## src/rtl/rx_frame_monitor_pkg.sv

```systemverilog
// rx_frame_monitor_pkg: shared state encodings, sequence threshold and vldb mapping
package rx_frame_monitor_pkg;
  typedef enum logic {IDLE, BODY} frm_state_t;
  typedef enum logic {HUNT, LOCK} seq_state_t;
  localparam int SEQ_ERR_LIMIT = 3;
  function automatic logic [2:0] vldb_bytes(input logic [1:0] v);
    return v == 2'd0 ? 3'd4 : {1'b0, v};
  endfunction
endpackage

```

## src/rtl/sat_counter.sv

```systemverilog
// sat_counter: saturating accumulator with synchronous clear that merges with a same-cycle increment
module sat_counter #(
  parameter int W = 32
) (
  input  logic         clk,
  input  logic         rst,
  input  logic         clr,
  input  logic         en,
  input  logic [W-1:0] inc,
  output logic [W-1:0] count_q
);
  logic [W-1:0] base;
  logic [W:0]   sum;
  logic [W-1:0] count_d;
  always_comb begin
    base    = clr ? '0 : count_q;
    sum     = {1'b0, base} + {1'b0, inc};
    count_d = en ? (sum[W] ? '1 : sum[W-1:0]) : base;
  end
  always_ff @(posedge clk) begin
    if (rst) count_q <= '0;
    else     count_q <= count_d;
  end
endmodule

```

## src/rtl/rx_frame_monitor.sv

```systemverilog
// rx_frame_monitor: RX AXIS frame/byte/error statistics with sequence tracking and snapshot outputs
module rx_frame_monitor
  import rx_frame_monitor_pkg::*;
#(
  parameter int P_CNT_W        = 32,
  parameter int P_MIN_BYTES    = 64,
  parameter int P_MAX_BYTES    = 1518,
  parameter int P_CLR_ON_LATCH = 1
) (
  input  logic               rx_user_clk_i,
  input  logic               rx_user_rst_i,
  input  logic [31:0]        rx_data_i,
  input  logic [1:0]         rx_vldb_i,
  input  logic               rx_valid_i,
  input  logic               rx_last_i,
  input  logic               rx_user_i,
  input  logic               stat_latch_i,
  output logic [P_CNT_W-1:0] frame_cnt_o,
  output logic [P_CNT_W-1:0] err_frame_cnt_o,
  output logic [P_CNT_W-1:0] seq_err_cnt_o,
  output logic [P_CNT_W-1:0] runt_cnt_o,
  output logic [P_CNT_W-1:0] giant_cnt_o,
  output logic [47:0]        byte_cnt_o,
  output logic               stat_valid_o,
  output logic               seq_lock_o
);
  localparam logic [15:0] MIN_L = 16'(P_MIN_BYTES);
  localparam logic [15:0] MAX_L = 16'(P_MAX_BYTES);
  localparam logic [1:0]  MIS_LAST = 2'(SEQ_ERR_LIMIT - 1);
  frm_state_t frm_q, frm_d;
  seq_state_t seq_q, seq_d;
  logic [15:0] len_q, len_d, len_end;
  logic [16:0] len_sum;
  logic [31:0] exp_q, exp_d;
  logic [1:0]  mis_q, mis_d;
  logic        first, fend, seq_err, clr;
  logic [4:0]  ev;
  logic [4:0][P_CNT_W-1:0] live, snap_q, snap_d;
  logic [47:0] byte_live, byte_snap_q, byte_snap_d;
  logic        stat_valid_q;
  always_comb begin
    first       = rx_valid_i && frm_q == IDLE;
    fend        = rx_valid_i && rx_last_i;
    len_sum     = {1'b0, len_q} + {14'b0, rx_last_i ? vldb_bytes(rx_vldb_i) : 3'd4};
    len_end     = len_sum[16] ? '1 : len_sum[15:0];
    len_d       = rx_valid_i ? (rx_last_i ? '0 : len_end) : len_q;
    frm_d       = rx_valid_i ? (rx_last_i ? IDLE : BODY) : frm_q;
    seq_err     = first && seq_q == LOCK && rx_data_i != exp_q;
    exp_d       = first ? ((seq_q == LOCK && !seq_err) ? exp_q + 32'd1 : rx_data_i + 32'd1) : exp_q;
    mis_d       = first ? ((seq_err && mis_q != MIS_LAST) ? mis_q + 2'd1 : 2'd0) : mis_q;
    seq_d       = first ? ((seq_err && mis_q == MIS_LAST) ? HUNT : LOCK) : seq_q;
    clr         = stat_latch_i && P_CLR_ON_LATCH != 0;
    ev          = {fend && len_end > MAX_L, fend && len_end < MIN_L, seq_err, fend && rx_user_i, fend};
    snap_d      = stat_latch_i ? live : snap_q;
    byte_snap_d = stat_latch_i ? byte_live : byte_snap_q;
  end
  for (genvar i = 0; i < 5; i++) begin : g_cnt
    sat_counter #(.W(P_CNT_W)) u_cnt (
      .clk(rx_user_clk_i), .rst(rx_user_rst_i), .clr(clr), .en(ev[i]),
      .inc(P_CNT_W'(1)), .count_q(live[i])
    );
  end
  sat_counter #(.W(48)) u_byte (
    .clk(rx_user_clk_i), .rst(rx_user_rst_i), .clr(clr), .en(fend),
    .inc({32'b0, len_end}), .count_q(byte_live)
  );
  always_ff @(posedge rx_user_clk_i) begin
    if (rx_user_rst_i) begin
      frm_q        <= IDLE;
      seq_q        <= HUNT;
      len_q        <= '0;
      exp_q        <= '0;
      mis_q        <= '0;
      snap_q       <= '0;
      byte_snap_q  <= '0;
      stat_valid_q <= 1'b0;
    end else begin
      frm_q        <= frm_d;
      seq_q        <= seq_d;
      len_q        <= len_d;
      exp_q        <= exp_d;
      mis_q        <= mis_d;
      snap_q       <= snap_d;
      byte_snap_q  <= byte_snap_d;
      stat_valid_q <= stat_latch_i;
    end
  end
  assign frame_cnt_o     = snap_q[0];
  assign err_frame_cnt_o = snap_q[1];
  assign seq_err_cnt_o   = snap_q[2];
  assign runt_cnt_o      = snap_q[3];
  assign giant_cnt_o     = snap_q[4];
  assign byte_cnt_o      = byte_snap_q;
  assign stat_valid_o    = stat_valid_q;
  assign seq_lock_o      = seq_q == LOCK;
endmodule

```

## config.mk

```make
export PLATFORM = sky130hd
export DESIGN_NAME = rx_frame_monitor
export DESIGN_NICKNAME = d
export VERILOG_FILES = /design/src/rtl/rx_frame_monitor_pkg.sv /design/src/rtl/sat_counter.sv /design/src/rtl/rx_frame_monitor.sv
export SDC_FILE = /design/constraint.sdc
export NUM_CORES = 1
export LEC_CHECK = 0
export BUFFER_PORTS_ARGS = -buffer_cell sky130_fd_sc_hd__buf_2
export CORE_MARGIN = 1
export CORE_UTILIZATION = 54
export DETAILED_ROUTE_END_ITERATION = 10
export PLACE_DENSITY = 0.74
export SETUP_SLACK_MARGIN = 0.02
export SLEW_MARGIN = 20
export SYNTH_ARGS = -nofsm -noshare
export SYNTH_HDL_FRONTEND = slang
export SYNTH_SLANG_ARGS = --single-unit
```

## constraint.sdc

```tcl
create_clock -name rx_user_clk_i -period 5.9 [get_ports rx_user_clk_i]
set_input_delay 1.18 -clock rx_user_clk_i [delete_from_list [all_inputs] [get_ports rx_user_clk_i]]
set_output_delay 1.18 -clock rx_user_clk_i [all_outputs]
set_load 0.1 [all_outputs]
```

## After elaboration in Yosys (flattened, before gate mapping)

Index checks and enable logic that the tools add are counted.

- Register bits after elaboration: 469
- Input port bits: 40
- Word-level logic and storage cells: 72

- Add/sub/neg operators: 10
- Magnitude comparators: 2
- Eq/ne operators: 3
- Multiplexer cells: 26
- Bitwise operators: 1
- Reductions and logical operators: 12

Operators with widths:

| cell | count |
|---|---|
| $mux W32 | 16 |
| $add A32 B1 Y33 const B | 5 |
| $mux W48 | 3 |
| $add A32 B1 Y32 const B | 2 |
| $add A48 B16 Y49 | 1 |
| $mux W16 | 2 |
| $ne A32 B32 Y1 | 1 |
| $add A16 B3 Y17 | 1 |
| $gt A16 B11 Y1 const B | 1 |
| $lt A16 B7 Y1 const B | 1 |
| $logic_and A1 B1 Y1 | 10 |
| $mux W3 | 2 |
| $add A2 B1 Y2 const B | 1 |
| $eq A2 B2 Y1 const B | 1 |
| $logic_not A2 Y1 | 1 |
| $mux W1 | 2 |
| $mux W2 | 1 |
| $ne A2 B2 Y1 const B | 1 |
| $logic_not A1 Y1 | 1 |
| $not A1 Y1 | 1 |

## Logic depth before layout (Yosys ltp)

Gate-level depths: netlist of run 1.

- Depth after elaboration: 8
- Gate-level depth with buffers: 21

## Hierarchy

Synthesis of run 1 repeated with hierarchy kept, for this count alone.

- Cell total of the unflattened synthesis: 3788
- Area total of the unflattened synthesis: 31671.6 um^2

Modules (own cells, without submodules):

| module | times used | cells each | area each (um^2) |
|---|---|---|---|
| rx_frame_monitor | 1 | 1337 | 12024.0 |
| sat_counter at g_cnt[1].u_cnt ... | 4 | 365 | 2937.8 |
| sat_counter at u_byte | 1 | 625 | 4981.0 |
| sat_counter at g_cnt[0].u_cnt | 1 | 366 | 2915.3 |

## Worst setup path before layout of run 1

No wires, ideal clock.

- Path kind: input to register
- Start: input port stat_latch_i
- End: register u_byte.count_q[31]
- Arrival: 5.444 ns
- Data required time: 5.763 ns
- Setup slack: 0.319 ns
- Stages on the path: 20
- Path through: clkbuf_1 buf_2 buf_1 buf_2 buf_2 clkbuf_1 clkbuf_1 nor2b_1 ha_1 inv_1 fa_1 nor2b_1 o31a_1 o31ai_1 a21oi_1 maj3_2 a211o_1 nand3_1 clkbuf_1 a31oi_1

- Longest elaborated chain between the ends: 4

RTL lines:

| what | line | source |
|---|---|---|
| start, declared | rx_frame_monitor.sv:17 | `input logic stat_latch_i,` |
| $mux W48 (*) | sat_counter.sv:16 | `base = clr ? '0 : count_q;` |
| $add A48 B16 Y49 | sat_counter.sv:17 | `sum = {1'b0, base} + {1'b0, inc};` |
| $mux W48 | sat_counter.sv:18 | `count_d = en ? (sum[W] ? '1 : sum[W-1:0]) : base;` |
| $mux W48 (*) | sat_counter.sv:18 |  |
| end signal, assigned | sat_counter.sv:22 | `else count_q <= count_d;` |
| end, declared | sat_counter.sv:10 | `output logic [W-1:0] count_q` |

Mark *: on every way between the ends. The rest lies on a longest branch, timed or not.
A chain may end at the register's enable or synchronous reset.

## Final worst setup path of run 1

- Start: input port rx_last_i
- End: register u_byte.count_q[39]

- Longest elaborated chain between the ends: 6

RTL lines:

| what | line | source |
|---|---|---|
| start, declared | rx_frame_monitor.sv:15 | `input logic rx_last_i,` |
| $mux W3 | rx_frame_monitor.sv:44 | `len_sum = {1'b0, len_q} + {14'b0, rx_last_i ? vldb_bytes(rx_vldb_i) : 3'd4};` |
| $add A16 B3 Y17 | rx_frame_monitor.sv:44 |  |
| $mux W16 | rx_frame_monitor.sv:45 | `len_end = len_sum[16] ? '1 : len_sum[15:0];` |
| $add A48 B16 Y49 | sat_counter.sv:17 |  |
| $mux W48 | sat_counter.sv:18 |  |
| $mux W48 (*) | sat_counter.sv:18 |  |

Marks and branches as above.

==> results of run 1 <==
-- state kept, by name (all words and copies together) (netlist names) --
| signal | cells |
|---|---|
| seq_lock_o | 1 |
| exp_q | 32 |
| frm_q | 1 |
| runt_cnt_o | 32 |
| stat_valid_o | 1 |
| byte_cnt_o | 48 |
| frame_cnt_o | 32 |
| mis_q | 2 |
| err_frame_cnt_o | 32 |
| len_q | 16 |
| u_byte.count_q | 48 |
| g_cnt.u_cnt.count_q | 160 |
| seq_err_cnt_o | 32 |
| giant_cnt_o | 32 |
-- layout make-up --
cell class	count	area (sq um)	area share, %
clock buffer	75	1480	5.63
clock inverter	15	153	0.582
timing repair buffer	286	1560	5.94
multi-input combinational	2035	12900	49.0
tap	539	674	2.57
sequential	469	9390	35.8
antenna	1	2.50	0.00955
inverter	28	105	0.401
-- metrics by stage --
step | setup WS (ns) | hold slack, ns | util [%] | std cells
6_report | 0.614 | 0.473 | 62.3 | 3448
5_1_grt | 0.297 | 0.502 | 62.3 | 3447
4_1_cts | 0.683 | 0.470 | 62.3 | 3447
3_5_place_dp | 0.0224 | 0.461 | 58.5 | 3357
3_3_place_gp | 0.262 | 0.449 | 58.5 | 3357
2_1_floorplan | 0.319 | 0.441 | - | 2699
-- final timing paths --
check / endpoint / cells after the start
max: u_byte.count_q[39] / 19
min: mis_q[0] / 2
max reg2reg: u_byte.count_q[39] / 17
min reg2reg: mis_q[0] / 2
-- cells by family (layout without fill, tap and decap cells) --
kind of cell / after synthesis / after routing
DFF: 469 / 469
buffers and inverters: 195 / 404
adders and majority gates: 27 / 27
and+or+nand+nor: 1116 / 1116
other: 0 / 1
AOI/OAI and AO/OA: 462 / 462
muxes: 235 / 235
xor gates and xnor gates: 195 / 195
-- cells in the mapped netlist, types with 10 or more instances --
library cell / instances / area [sq um]
buf_2: 30 / 150
o21ai_0: 92 / 460
a21o_1: 11 / 82.6
mux2i_1: 230 / 2300
inv_1: 28 / 105
a211oi_1: 23 / 173
clkbuf_1: 124 / 465
ha_1: 24 / 300
a311oi_1: 13 / 114
and4_1: 20 / 175
xor2_1: 85 / 744
nand3_1: 131 / 656
dfxtp_1: 469 / 9390
a31oi_1: 36 / 225
nor3b_1: 13 / 97.6
and3_1: 56 / 350
nor4_1: 32 / 200
a21boi_0: 10 / 75.1
nand2_1: 223 / 837
o22ai_1: 12 / 75.1
nand4_1: 54 / 338
nor3_1: 54 / 270
xnor2_1: 110 / 963
a21oi_1: 168 / 841
o211a_1: 10 / 100
nor2_1: 353 / 1330
and2_1: 23 / 144
nor2b_1: 97 / 607
nand2b_1: 13 / 81.3
-- critical path: stages --
cell	delay, ns
buf_2	0.14
and2_1	0.18
ha_1	0.23
fa_1	0.47
a21oi_4	0.33
nor2_1	0.13
nand3_1	0.24
nand2b_1	0.15
ha_1	0.32
a21oi_1	0.21
nor2_1	0.09
o31ai_1	0.41
a21oi_1	0.18
a32oi_1	0.45
o31a_1	0.47
buf_4	0.23
nor4_1	0.06
xnor2_1	0.15
o22ai_1	0.11
-- where the power goes --
| part | total, mW | internal [mW] | switching, mW |
|---|---|---|---|
| combinational | 0.434 | 0.133 | 0.301 |
| clock | 3.12 | 1.78 | 1.34 |
| sequential | 3.23 | 3.20 | 0.0364 |
| total | 6.79 | 5.11 | 1.68 |
-- placed cells by master, fill, tap and decap left out, types with 56 or more instances in the layout --
cell and instances:
o21ai_0 92, and3_1 56, buf_2 247, nand2_1 221, xor2_1 85, nor2b_1 95, mux2i_1 230, a21oi_1 168
dfxtp_1 469, nand3_1 131, xnor2_1 110, nor2_1 353
-- per-layer routing --
metal	track usage, %	share of wire (%)
met3	6.01	7.3
met5	0	0
met2	44.8	46
met4	8.81	2.4
met1	37.1	45
==> flow_summary.ini, run 1 <==
[grt]
grt_pass1_vias = 19300
grt_pass1_wl_um = 99800
antenna_found_initial = 1
track_usage_pct = 27.8
grt_start_max_net_pins = 179
grt_overflow = 0

[setup_path]
worstReg2RegStart = len_q[0]
cp-end-kind = flop
r2r_slack_ns = 1.18
critical_path_class = in2reg
critPathLaunch = rx_last_i
start_kind = input pin
crit_arrival_ns = 5.75
cp.required_ns = 6.36
crit_fanout = 9

[clocking]
cts_made_buffers = 50
cts_buffer_depth = 3
cts_resized = 0
cts.sinks = 469
cts_tree = yes
cts.reportedPaths.clkPinSlew_ns = 0.06
clk_latency_ns = 0.61
cts_root_buf = clkbuf_16
hold_buffers = 0
post-cts-setup-buffers = 0
cts_max_level = 2

[synthesis]
synth_seq_area_share_pct = 40.8
syn_nets = 2765
synthMuxAreaShare_pct = 10.3
synth.avg_cell_area_sq_um = 8.53
synthCells = 2699
synth-compound-area-share_pct = 12.7
syn-cell-area_sq_um = 23000
synth_edf_count = 0
synthFlopType = dfxtp_1
synth_top_family_by_area = simple AND/OR/NAND/NOR gates
yosys.area_share.simple_pct = 23.9
synth-seq-cells = 469
synthArstFlopShare_pct = 0
ys_warn_count = 0
synth-xor-area-share_pct = 7.42
synth_fa_ha_area_share_pct = 1.53
synth_cell_types = 80

[worst_hold_path]
hp-class = reg2reg
min_from = mis_q[0]

[drt]
firstDrtPassIters = 6
drt_iter0_drc = 1450
vias = 20500
routed_wl_um = 62200
remaining_drc_errors = 0
drtAntennaViolNets = 0
wl_per_cell_um = 18.1
viasPerCell = 5.94

[place]
place.gp.congestion = 0.936
dp_hpwl_um = 42400
placed_cell_area_sq_um = 24600
port_buffers = 249

[run_status]
outcome = completed

[layout]
area_growth_pct = 13.9
fin_nets = 2936
fillCellCount = 3666
stdcell_area_sq_um = 26200
drive_gt1_share_pct = 14.0

[floorplanning]
row_count = 75
core_area_sq_um = 42000
die_h_um = 208
die_x_um = 208
dieArea_sq_um = 43500
initial_utilization_pct = 54.8
io_pins = 250

[timing]
max_slew.worst_pin.slew_ns = 1.04
timing.fmax_mhz = 189
rsz0062_at_grt = false
tns_ns = 0
clock_skew_ns = 0.0146
setup_viol = 0
finalHoldViolations = 0
slew_viol_final = 0
finalCriticalPeriod_ns = 5.29
max_slew_margin_pct = 29.8
fin_crit_sh_pct = 89.6

[power_and_ir_drop]
leakage_nw = 10.8
p_per_area_nw_per_um2 = 259
power_mw = 6.79
ir_worst_vdd_mv = 0.296

[flow_run]
maxCapViolations = 0
Note: power is estimated with default switching activity, not from simulation.
==> run 2: changes to the inputs <==
--- a/config.mk
+++ b/config.mk
@@ -7,11 +7,12 @@
 export LEC_CHECK = 0
 export BUFFER_PORTS_ARGS = -buffer_cell sky130_fd_sc_hd__buf_2
 export CORE_MARGIN = 1
-export CORE_UTILIZATION = 54
+export CORE_UTILIZATION = 56
 export DETAILED_ROUTE_END_ITERATION = 10
-export PLACE_DENSITY = 0.74
+export PLACE_DENSITY = 0.75
 export SETUP_SLACK_MARGIN = 0.02
 export SLEW_MARGIN = 20
 export SYNTH_ARGS = -nofsm -noshare
 export SYNTH_HDL_FRONTEND = slang
+export SYNTH_HIERARCHICAL = 1
 export SYNTH_SLANG_ARGS = --single-unit
==> constraint.sdc (replaced) <==
create_clock -name rx_user_clk_i -period 5.9 [get_ports rx_user_clk_i]
set_input_delay 0.295 -clock rx_user_clk_i [delete_from_list [all_inputs] [get_ports rx_user_clk_i]]
set_output_delay 0.295 -clock rx_user_clk_i [all_outputs]
set_load 0.1 [all_outputs]
==> run 2 against run 1 <==
Clock power grew 16%. Global-route usage decreased by 1.4 points. Die area grew 32%. Critical path depth fell by 1. Maximum frequency grew 4.6%. Critical endpoint is now u_byte/count_q[21].
==> flow_summary.ini, run 2 <==
[setup_path]
start_kind = flop
r2r_slack_ns = 0.84
crit_arrival_ns = 5.49
crit_fanout = 18
cp-end-kind = flop
critical_path_class = reg2reg
cp.required_ns = 6.33

[layout]
fin_util_pct = 64.2
drive_gt1_share_pct = 12.7
area_growth_pct = 12.6
seq_area_sq_um = 9390
n_antenna_cell = 0
multiInputGateArea_sq_um = 21700
fillCellCount = 4933
top_register = g_cnt.u_cnt/count_q
final_cell_mix = nor2_1 (529), dfxtp_1 (469), a21oi_1 (248)
fin_nets = 4337
stdcell_count = 4867
largest_register_ffs = 160
layout_commonest_cell = nor2_1

[timing]
max_slew_margin_pct = 27.4
holdWs_ns = 0.0442
slew_viol_final = 0
tns_ns = 0
fin_crit_sh_pct = 85.7
max_slew.worst_pin.slew_ns = 1.08
finalHoldViolations = 0
rsz0062_at_grt = false
setup_viol = 0
finalCriticalPeriod_ns = 5.06
timing.fmax_mhz = 198
clock_skew_ns = 0.0243

[clocking]
cts_made_buffers = 53
cts_max_level = 2
cts_buffer_depth = 3
post-cts-setup-buffers = 0
cts_tree = yes
cts.sinks = 469
clk_latency_ns = 0.61
cts_root_buf = clkbuf_16
cts.reportedPaths.clkPinSlew_ns = 0.07

[grt]
antenna_found_initial = 0
grt_pass1_wl_um = 128000
grt_pass1_vias = 26000
grt_overflow = 0
grt_start_max_net_pins = 183
track_usage_pct = 26.4

[floorplanning]
io_pins = 250
die_x_um = 240
core_area_sq_um = 55500
dieArea_sq_um = 57500
die_h_um = 240
row_count = 86
initial_utilization_pct = 57.0

[drt]
drt_iter0_drc = 1869
wl_per_cell_um = 16.0
routed_wl_um = 78100
remaining_drc_errors = 0
viasPerCell = 5.76
vias = 28000
drtAntennaViolNets = 0
firstDrtPassIters = 6

[synthesis]
synthArstFlopShare_pct = 0
synth_top_cell_area_share_pct = 29.6
synth.avg_cell_area_sq_um = 8.36
synthCells = 3788
ys_top_cells_by_count = nor2_1 (530), dfxtp_1 (469), a21oi_1 (248)
synth.area.top_cells = dfxtp_1 (30%), ha_1 (8.4%), mux2i_1 (6.9%)
synthFlopType = dfxtp_1
synth_top_cell_by_area = dfxtp_1
synth_cell_types = 96
syn-cell-area_sq_um = 31700
synth_seq_area_share_pct = 29.6
post-synth-top-count-cell = nor2_1
ys_warn_count = 6
synth-seq-cells = 469
synth_edf_count = 0

[place]
port_buffers = 249
dp_hpwl_um = 54100
place.gp.congestion = 0.969
dpl.cell_count = 4768

[flow_run]
maxCapViolations = 0

[power_and_ir_drop]
ir_worst_vdd_mv = 0.224
p_per_area_nw_per_um2 = 238
leakage_nw = 16.0

[run_status]
outcome = completed

[worst_hold_path]
hp-class = in2reg
[run 2: changes by cell type after synthesis, moves of 45 or more]
| cell | change |
|---|---|
| a21oi_1 | +80 |
| a211oi_2 | +61 |
| nand3_1 | -45 |
| nor2_1 | +177 |
| nor2b_1 | +142 |
| a21o_1 | +117 |
| a211oi_1 | +148 |
| clkbuf_1 | +49 |
| xor2_1 | +52 |
| ha_1 | +189 |
[run 2: final cells by class]
cell class / instances / share of cell area, %
Multi-Input combinational cell: 3230 / 60.9
Sequential cell: 469 / 26.3
Inverter: 42 / 0.442
Clock buffer: 67 / 4.21
Timing Repair Buffer: 281 / 4.34
Tap cell: 748 / 2.62
Clock inverter: 30 / 1.20
[run 2: worst max-delay path, stage by stage, from the launching register on]
cell and delay [ns]:
dfxtp_1 0.31, ha_1 0.22, fa_1 0.41, a21oi_1 0.35
or3_1 0.28, or2_2 0.36, nand2b_1 0.13, ha_1 0.25
fa_1 0.45, a211oi_1 0.28, o21a_1 0.25, a211oi_2 0.14
a31oi_1 0.29, a21oi_2 0.14, nand4_2 0.17, nor3_4 0.06
nor2_4 0.37, buf_4 0.32, a211oi_2 0.10
[run 2: path summary, 6_finish.rpt]
check,cells past startpoint,endpoint,from
worst max register to register,18,u_byte/count_q[21],len_q[0]
worst min register to register,2,mis_q[1],mis_q[1]
worst max-delay path,18,u_byte/count_q[21],len_q[0]
worst min-delay path,3,exp_q[30],rx_data_i[30]
[run 2: cells by family after synthesis]
kind of cell | Yosys count | synth area share [%]
AND/OR/NAND/NOR | 1335 | 20.5
XOR/XNOR | 251 | 6.94
multiplexers | 221 | 7.00
flip-flops | 469 | 29.6
other | 2 | 0.0237
AO/OA/AOI/OAI | 1006 | 22.8
buffers and inverters | 284 | 4.25
adder cells (fa/ha/maj) | 220 | 8.86
[run 2: where the power goes]
| group | internal, mW | leakage [nW] | switching, mW | total [mW] |
|---|---|---|---|---|
| Combinational | 0.491 | 11.3 | 1.03 | 1.52 |
| Clock | 2.23 | 0.953 | 1.38 | 3.62 |
| Sequential | 3.28 | 3.82 | 0.0869 | 3.37 |
| Total | 6.00 | 16.0 | 2.50 | 8.50 |
[run 2: routing by layer]
layer,vias up,wire (um),track usage (%)
met4,0,1740,7.60
li1,14100,-,-
met3,113,4500,3.65
met5,-,0,0
met2,784,35900,43.7
met1,13100,35900,35.7
[run 2: repair_timing]
item	4_1_cts	5_1_grt
hold buffers	2	0
endpoints found under the hold margin	2	0
resized for setup	0	0
[run 2: metrics by stage]
stage	total power, mW	worst slack, ns	cell area [sq um]
after floorplan	4.65	1.50	32400
after global routing	8.86	0.369	35700
final	8.50	0.844	35700
after detailed placement	4.91	0.556	33700
after global placement	4.90	0.740	33700
after CTS	8.56	0.874	35700
